File: src/rtl/hazard_detect_unit.sv
// Decode-stage hazard detector: load-use, branch flush and full-freeze codes for the pipeline controller.
// hazType is zero-latency combinational; no backpressure, the controller acts on the code the same cycle.
module hazard_detect_unit #(
   parameter int MD_LATENCY = 4,
   parameter int CNT_W      = 16
) (
   input  logic             clk,
   input  logic             reset,
   input  logic [4:0]       id_rs,
   input  logic [4:0]       id_rt,
   input  logic             id_uses_rt,
   input  logic [4:0]       ex_rt,
   input  logic             ex_memRead,
   input  logic             ex_mdStart,
   input  logic             branch_taken,
   input  logic             mem_busy,
   output logic [1:0]       hazType,
   output logic             md_busy,
   output logic [CNT_W-1:0] stall_cnt,
   output logic [CNT_W-1:0] flush_cnt
);

   typedef enum logic {IDLE = 1'b0, MD_WAIT = 1'b1} md_state_t;

   localparam logic [3:0] MD_INIT = 4'(MD_LATENCY - 2);

   md_state_t  state, state_nxt;
   logic [3:0] cnt, cnt_nxt;
   logic       md_freeze;
   logic       load_use;
   logic       freeze;

   assign load_use = ex_memRead && (ex_rt != 5'd0) &&
                     ((ex_rt == id_rs) || (id_uses_rt && (ex_rt == id_rt)));
   assign freeze   = mem_busy || md_freeze;

   always_ff @(posedge clk or posedge reset) begin
      if (reset) begin
         state <= IDLE;
         cnt   <= 4'd0;
      end else begin
         state <= state_nxt;
         cnt   <= cnt_nxt;
      end
   end

   // MD_WAIT is held past the count while memory is busy so the lingering ex_mdStart cannot restart it
   always_comb begin
      state_nxt = state;
      cnt_nxt   = cnt;
      case (state)
         IDLE: begin
            if (ex_mdStart) begin
               state_nxt = MD_WAIT;
               cnt_nxt   = MD_INIT;
            end
         end
         MD_WAIT: begin
            if (cnt != 4'd0) begin
               cnt_nxt = cnt - 4'd1;
            end else if (!mem_busy) begin
               state_nxt = IDLE;
            end
         end
         default: state_nxt = IDLE;
      endcase
   end

   always_comb begin
      md_freeze = 1'b0;
      hazType   = 2'b00;
      md_busy   = (state == MD_WAIT);
      case (state)
         IDLE:    md_freeze = ex_mdStart;
         MD_WAIT: md_freeze = (cnt != 4'd0);
         default: md_freeze = 1'b0;
      endcase
      if (reset) begin
         hazType = 2'b00;
      end else if (freeze) begin
         hazType = 2'b11;
      end else if (branch_taken) begin
         hazType = 2'b10;
      end else if (load_use) begin
         hazType = 2'b01;
      end
   end

   always_ff @(posedge clk or posedge reset) begin
      if (reset) begin
         stall_cnt <= '0;
         flush_cnt <= '0;
      end else begin
         if (hazType[0] && (stall_cnt != '1)) begin
            stall_cnt <= stall_cnt + CNT_W'(1);
         end
         if ((hazType == 2'b10) && (flush_cnt != '1)) begin
            flush_cnt <= flush_cnt + CNT_W'(1);
         end
      end
   end

endmodule
File: config.mk
export PLATFORM = sky130hd
export DESIGN_NAME = hazard_detect_unit
export DESIGN_NICKNAME = d
export VERILOG_FILES = /design/src/rtl/hazard_detect_unit.sv
export SDC_FILE = /design/constraint.sdc
export NUM_CORES = 1
export LEC_CHECK = 0
export BUFFER_PORTS_ARGS = -buffer_cell sky130_fd_sc_hd__buf_2
export CAP_MARGIN = 30
export CORE_AREA = 2 2 46 90
export DETAILED_ROUTE_END_ITERATION = 16
export DIE_AREA = 0 0 48 92
export GPL_TIMING_DRIVEN = 0
export PLACE_DENSITY = 0.81
export SYNTH_ARGS = -nofsm -noshare
export SYNTH_HDL_FRONTEND = slang
export SYNTH_SLANG_ARGS = --single-unit
File: constraint.sdc
create_clock -name clk -period 5.3 [get_ports clk]
set_input_delay 0.795 -clock clk [delete_from_list [all_inputs] [get_ports clk]]
set_output_delay 0.795 -clock clk [all_outputs]
set_load 0.01 [all_outputs]
Word-level counts from Yosys, hierarchy flattened --
Index checks and enable logic that the tools add are counted.
Word-level totals: register bits 37, bits of input ports 22, output and inout bits 35, word-level logic and storage cells 37
Operators by class: add/sub/neg operators 3, equality and inequality tests 7, multiplexer cells 12, bitwise gates (word level) 1, reductions and logical operators 10
Operators by type and width (number):
- $add A16 B1 Y16 const B | 2
- $ne A16 B16 Y1 const B | 2
- $eq A5 B5 Y1 | 2
- $mux W4 | 2
- $pmux W4 S2 | 1
- $mux W2 | 3
- $logic_and A1 B1 Y1 | 5
- $reduce_bool A5 Y1 | 1
- $mux W1 | 4
- $pmux W1 S2 | 2
- $reduce_bool A4 Y1 | 1
- $sub A4 B1 Y4 const B | 1
- $eq A2 B2 Y1 const B | 1
- $logic_or A1 B1 Y1 | 2
- $ne A2 B1 Y1 const B | 1
- $ne A2 B2 Y1 const B | 1
- $reduce_and A2 Y1 | 1
- $not A1 Y1 | 1

Depth between registers and ports, before layout --
word-level depth 10, gate-level depth with buffers 8, mapped depth without buffers 8

Worst setup path after synthesis --
OpenSTA, ideal clock, no wires.
kind input port to flip-flop, start input reset, end register flush_cnt[9], library setup time 0.125 ns, data arrival time 2.901 ns, required time 5.175 ns, path slack 2.273 ns, cell stages on the path 7, buffers on the path 1, cell sequence clkbuf_1 -> inv_1 -> o2111ai_1 -> a41o_1 -> nor3_2 -> nand4_1 -> xnor2_1
Between the ends: word-level cells in the longest chain between the ends 3
RTL lines:
- from (decl) | RTL line 8 | input logic reset,
- $mux W2 | RTL line 78 | if (reset) begin
- $eq A2 B2 Y1 | RTL line 97 | if ((hazType == 2'b10) && (flush_cnt != '1)) begin
- $logic_and A1 B1 Y1 | RTL line 97
- to (signal assigned) | RTL line 98 | flush_cnt <= flush_cnt + CNT_W'(1);
- to (decl) | RTL line 20 | output logic [CNT_W-1:0] flush_cnt
No other way between the ends. A chain may end at the register's enable or synchronous reset.

Worst setup path after layout --
start input ex_mdStart, end output hazType[0]
Between the ends: word-level cells in the longest chain between the ends 4
RTL lines:
- from (decl) | RTL line 14 | input logic ex_mdStart,
- $pmux W1 S2 | RTL line 73 | case (state)
- $logic_or A1 B1 Y1 | RTL line 35 | assign freeze = mem_busy || md_freeze;
- $mux W2 | RTL line 80 | end else if (freeze) begin
- $mux W2 | RTL line 78
- to (decl) | RTL line 17 | output logic [1:0] hazType,
No other way between the ends.

==> results.sh <==
export IMPL_synth_warning_count=0
export IMPL_grt_met1_usage=0.228
export IMPL_cpMostUsedCell="buf_2"
export IMPL_min_to="stall_cnt[8]"
export IMPL_port_buffers=55
export IMPL_ys_ff_latch=37
export IMPL_yosysSeqAreaShare=0.470
export IMPL_die_y_microns=92
export IMPL_max_freq_mhz=317
export IMPL_path_class="input pin to output port"
export IMPL_cts_setup_buffers=0
export IMPL_path_clk_slew_ps=70
export IMPL_relSlewSlack=0.472
export IMPL_drt_initial_drc_count=23
export IMPL_cts_buffers=5
export IMPL_reg2reg_slack_ps=2970
export IMPL_wirelength_mm=4.07
export IMPL_cts_root_buf="clkbuf_8"
export IMPL_viasPerCell=5.33
export IMPL_drc_errors=0
export IMPL_ys_flop_type="dfrtp_1"
export IMPL_cap_violations=0
export IMPL_min_from="stall_cnt[8]"
export IMPL_power_density_nw_per_um2=358
export IMPL_worst_setup_path_start_kind="input pin"
export IMPL_holdWs_ps=493
export IMPL_finalCriticalPeriod_ps=3160
export IMPL_r2r_end="stall_cnt[1]"
export IMPL_diodes=0
export IMPL_syn_inst=195
export IMPL_ys_types=35
export IMPL_required_ps=4510
export IMPL_skew_ps=3.79
export IMPL_cp_num_buf_inv=3
export IMPL_drtAntennaViolNets=0
export IMPL_tightest_slew_ps=791
export IMPL_irDropWorstVdd_v=0.000302
export IMPL_cp_cell_sequence="buf_2, nor2_2, o21ai_4, a311oi_2, buf_2, nor3_1, buf_2"
export IMPL_slowest_delay_ps=530
export IMPL_critical_path_arrival_ps=2360
export IMPL_hpwl_mm=3.13
export IMPL_period_share=0.596
export IMPL_setup_viol=0
export IMPL_use_met2=0.341
export IMPL_cp_slowest_cell="a311oi_2"
export IMPL_ff2ff_path_depth=6
export IMPL_min_path_cells=1
export IMPL_die_area_sq_um=4420
export IMPL_grt_pass1_wl_mm=6.72
export IMPL_start_util=0.518
export IMPL_async_flop_share=1.00
export IMPL_dp_worst_setup_slack_ps=2120
export IMPL_reg2reg_from="stall_cnt[0]"
export IMPL_status="complete, no violations"
export IMPL_grt_busiest_layer="met2"
export IMPL_syn_area_per_cell_sq_um=10.1
export IMPL_wl_per_cell_microns=13.2
export IMPL_crit_family="compound AO/OA/AOI/OAI gates"
export IMPL_syn_to_final_growth_pct=21.6
export IMPL_hold_violations=0
export IMPL_ioPinCount=57
export IMPL_core_area_sq_um=3800
export IMPL_gp_congestion=0.821
export IMPL_holdCritPathClass="flop to flop"
export IMPL_firstDrtPassIters=4
export IMPL_tns_ps=0
export IMPL_rows=32
export IMPL_cts_tree="done"
export IMPL_syn_nets=220
export IMPL_clk_path_buf_depth=2
export IMPL_cts_resized=0
export IMPL_yosysTopAreaCellShare=0.470
export IMPL_synth_edf_count=0
export IMPL_fin_ws_ps=2140
export IMPL_route_vias_total=1641
export IMPL_syn_cell_area_sq_um=1970
export IMPL_grt_pass1_vias=1601
export IMPL_htree_levels=2
export IMPL_clock_latency_ps=280
export IMPL_antenna_found_initial=0
export IMPL_clock_sinks=37
export IMPL_grt_usage=0.207
export IMPL_grt_setup_unrepaired="false"
export IMPL_die_x_microns=48
export IMPL_synth_area_leaders="dfrtp_1 (47%), xor2_1 (9.3%), xnor2_1 (8.0%), nand3_1 (4.1%), nor4_1 (3.5%)"
export IMPL_nets=282
export IMPL_cp_max_fo=10
export IMPL_p_leak_nw=1.19
export IMPL_grt_max_degree=40
export IMPL_cp_end_kind="output port"
export IMPL_grt_ovfl_total=0
export IMPL_slew_violations=0
export IMPL_use_met3=0.0492
export IMPL_fillerInstances=326
export IMPL_final_layout_size_suffix_gt1_frac=0.288
export IMPL_synth_area_leader_cell="dfrtp_1"
export IMPL_holdBufCountCts=0
## report_power, final
part | leakage, nW | total [mW] | switching [mW] | internal (mW)
clock network | 0.0443 | 0.189 | 0.0861 | 0.103
registers | 0.486 | 0.401 | 0.0663 | 0.334
logic | 0.660 | 0.267 | 0.145 | 0.122
total | 1.19 | 0.857 | 0.297 | 0.559
## area by class of cell
| type | count | area (sq um) | area share |
|---|---|---|---|
| tap | 51 | 63.8 | 0.0266 |
| buffer | 3 | 12.5 | 0.00522 |
| multi-input combinational | 147 | 1000 | 0.418 |
| clock buffer | 7 | 86.3 | 0.0361 |
| sequential | 37 | 926 | 0.387 |
| inverter | 8 | 30.0 | 0.0125 |
| timing repair buffer | 55 | 275 | 0.115 |
## state kept, by name, summed over array words and instances, names as in the netlist
| signal | count |
|---|---|
| md_busy | 1 |
| stall_cnt | 16 |
| cnt | 4 |
| flush_cnt | 16 |
## layer usage
layer  part of all wire  up-vias
met5                  0        -
met4              0.027        0
met3              0.050       10
met2               0.54       58
met1               0.38      765
li1                   -      808
## cells by family (layout without fill, tap and decap cells)
family,Yosys count,in the layout,synth area share
and+or+nand+nor,87,87,0.243
muxes,2,2,0.0114
adders and majority gates,3,3,0.0191
buffers and inverters,11,73,0.0216
xor gates and xnor gates,39,39,0.173
AOI/OAI and AO/OA,16,16,0.0610
DFF,37,37,0.470
## worst register-to-register path: cells and delay by family (launching register included)
family,cells,cell delay [ps]
AOI/OAI and AO/OA,1,570
and+or+nand+nor,2,560
DFF,1,460
muxes,1,310
adders and majority gates,1,240
buffers and inverters,1,80
## cell usage in the layout (no fill, tap or decap), types with 3 or more instances in the layout
master | synthesis | layout
nor3_1 | 7 | 7
xnor2_1 | 18 | 18
nand3_1 | 16 | 16
and3_1 | 5 | 5
nand2_1 | 15 | 15
inv_1 | 8 | 7
o21ai_0 | 5 | 5
xor2_1 | 21 | 21
nor2_1 | 12 | 12
nand4_1 | 6 | 6
nand2b_1 | 3 | 3
clkbuf_8 | 0 | 6
dfrtp_1 | 37 | 37
buf_2 | 1 | 56
clkbuf_1 | 2 | 3
nor4_1 | 11 | 11
a21oi_1 | 3 | 3
ha_1 | 3 | 3
## through the flow
step                utilization  total power, mW  std cells  instance area [sq um]
floorplan                     -            0.580        195                   1970
global placement          0.607            0.664        301                   2310
detailed placement        0.607            0.674        301                   2310
CTS                       0.630            0.868        308                   2390
global route              0.630            0.924        308                   2390
finish                    0.630            0.857        308                   2390
## how the worst max path moves through the flow
stage	from	endpoint	slack, ps	cells after the start
after floorplan	reset	flush_cnt[9]	2270	7
after detailed placement	ex_mdStart	hazType[0]	2120	7
after global placement	reset	flush_cnt[13]	1630	7
after CTS	cnt[0]	hazType[0]	2100	8
after global routing	cnt[1]	hazType[0]	1950	8
final	ex_mdStart	hazType[0]	2140	7
## cells in the mapped netlist (2+ instances only)
master	n
nand2_1	15
nor4_1	11
or3_1	2
nand4_1	6
inv_1	8
o22ai_1	2
nand2b_1	3
ha_1	3
o21ai_0	5
nor2_2	2
nor3_1	7
clkbuf_1	2
a21oi_1	3
xor2_1	21
xnor2_1	18
dfrtp_1	37
mux2_2	2
and3_1	5
nand3_1	16
nor2_1	12
Note: power is estimated with default switching activity, not from simulation.
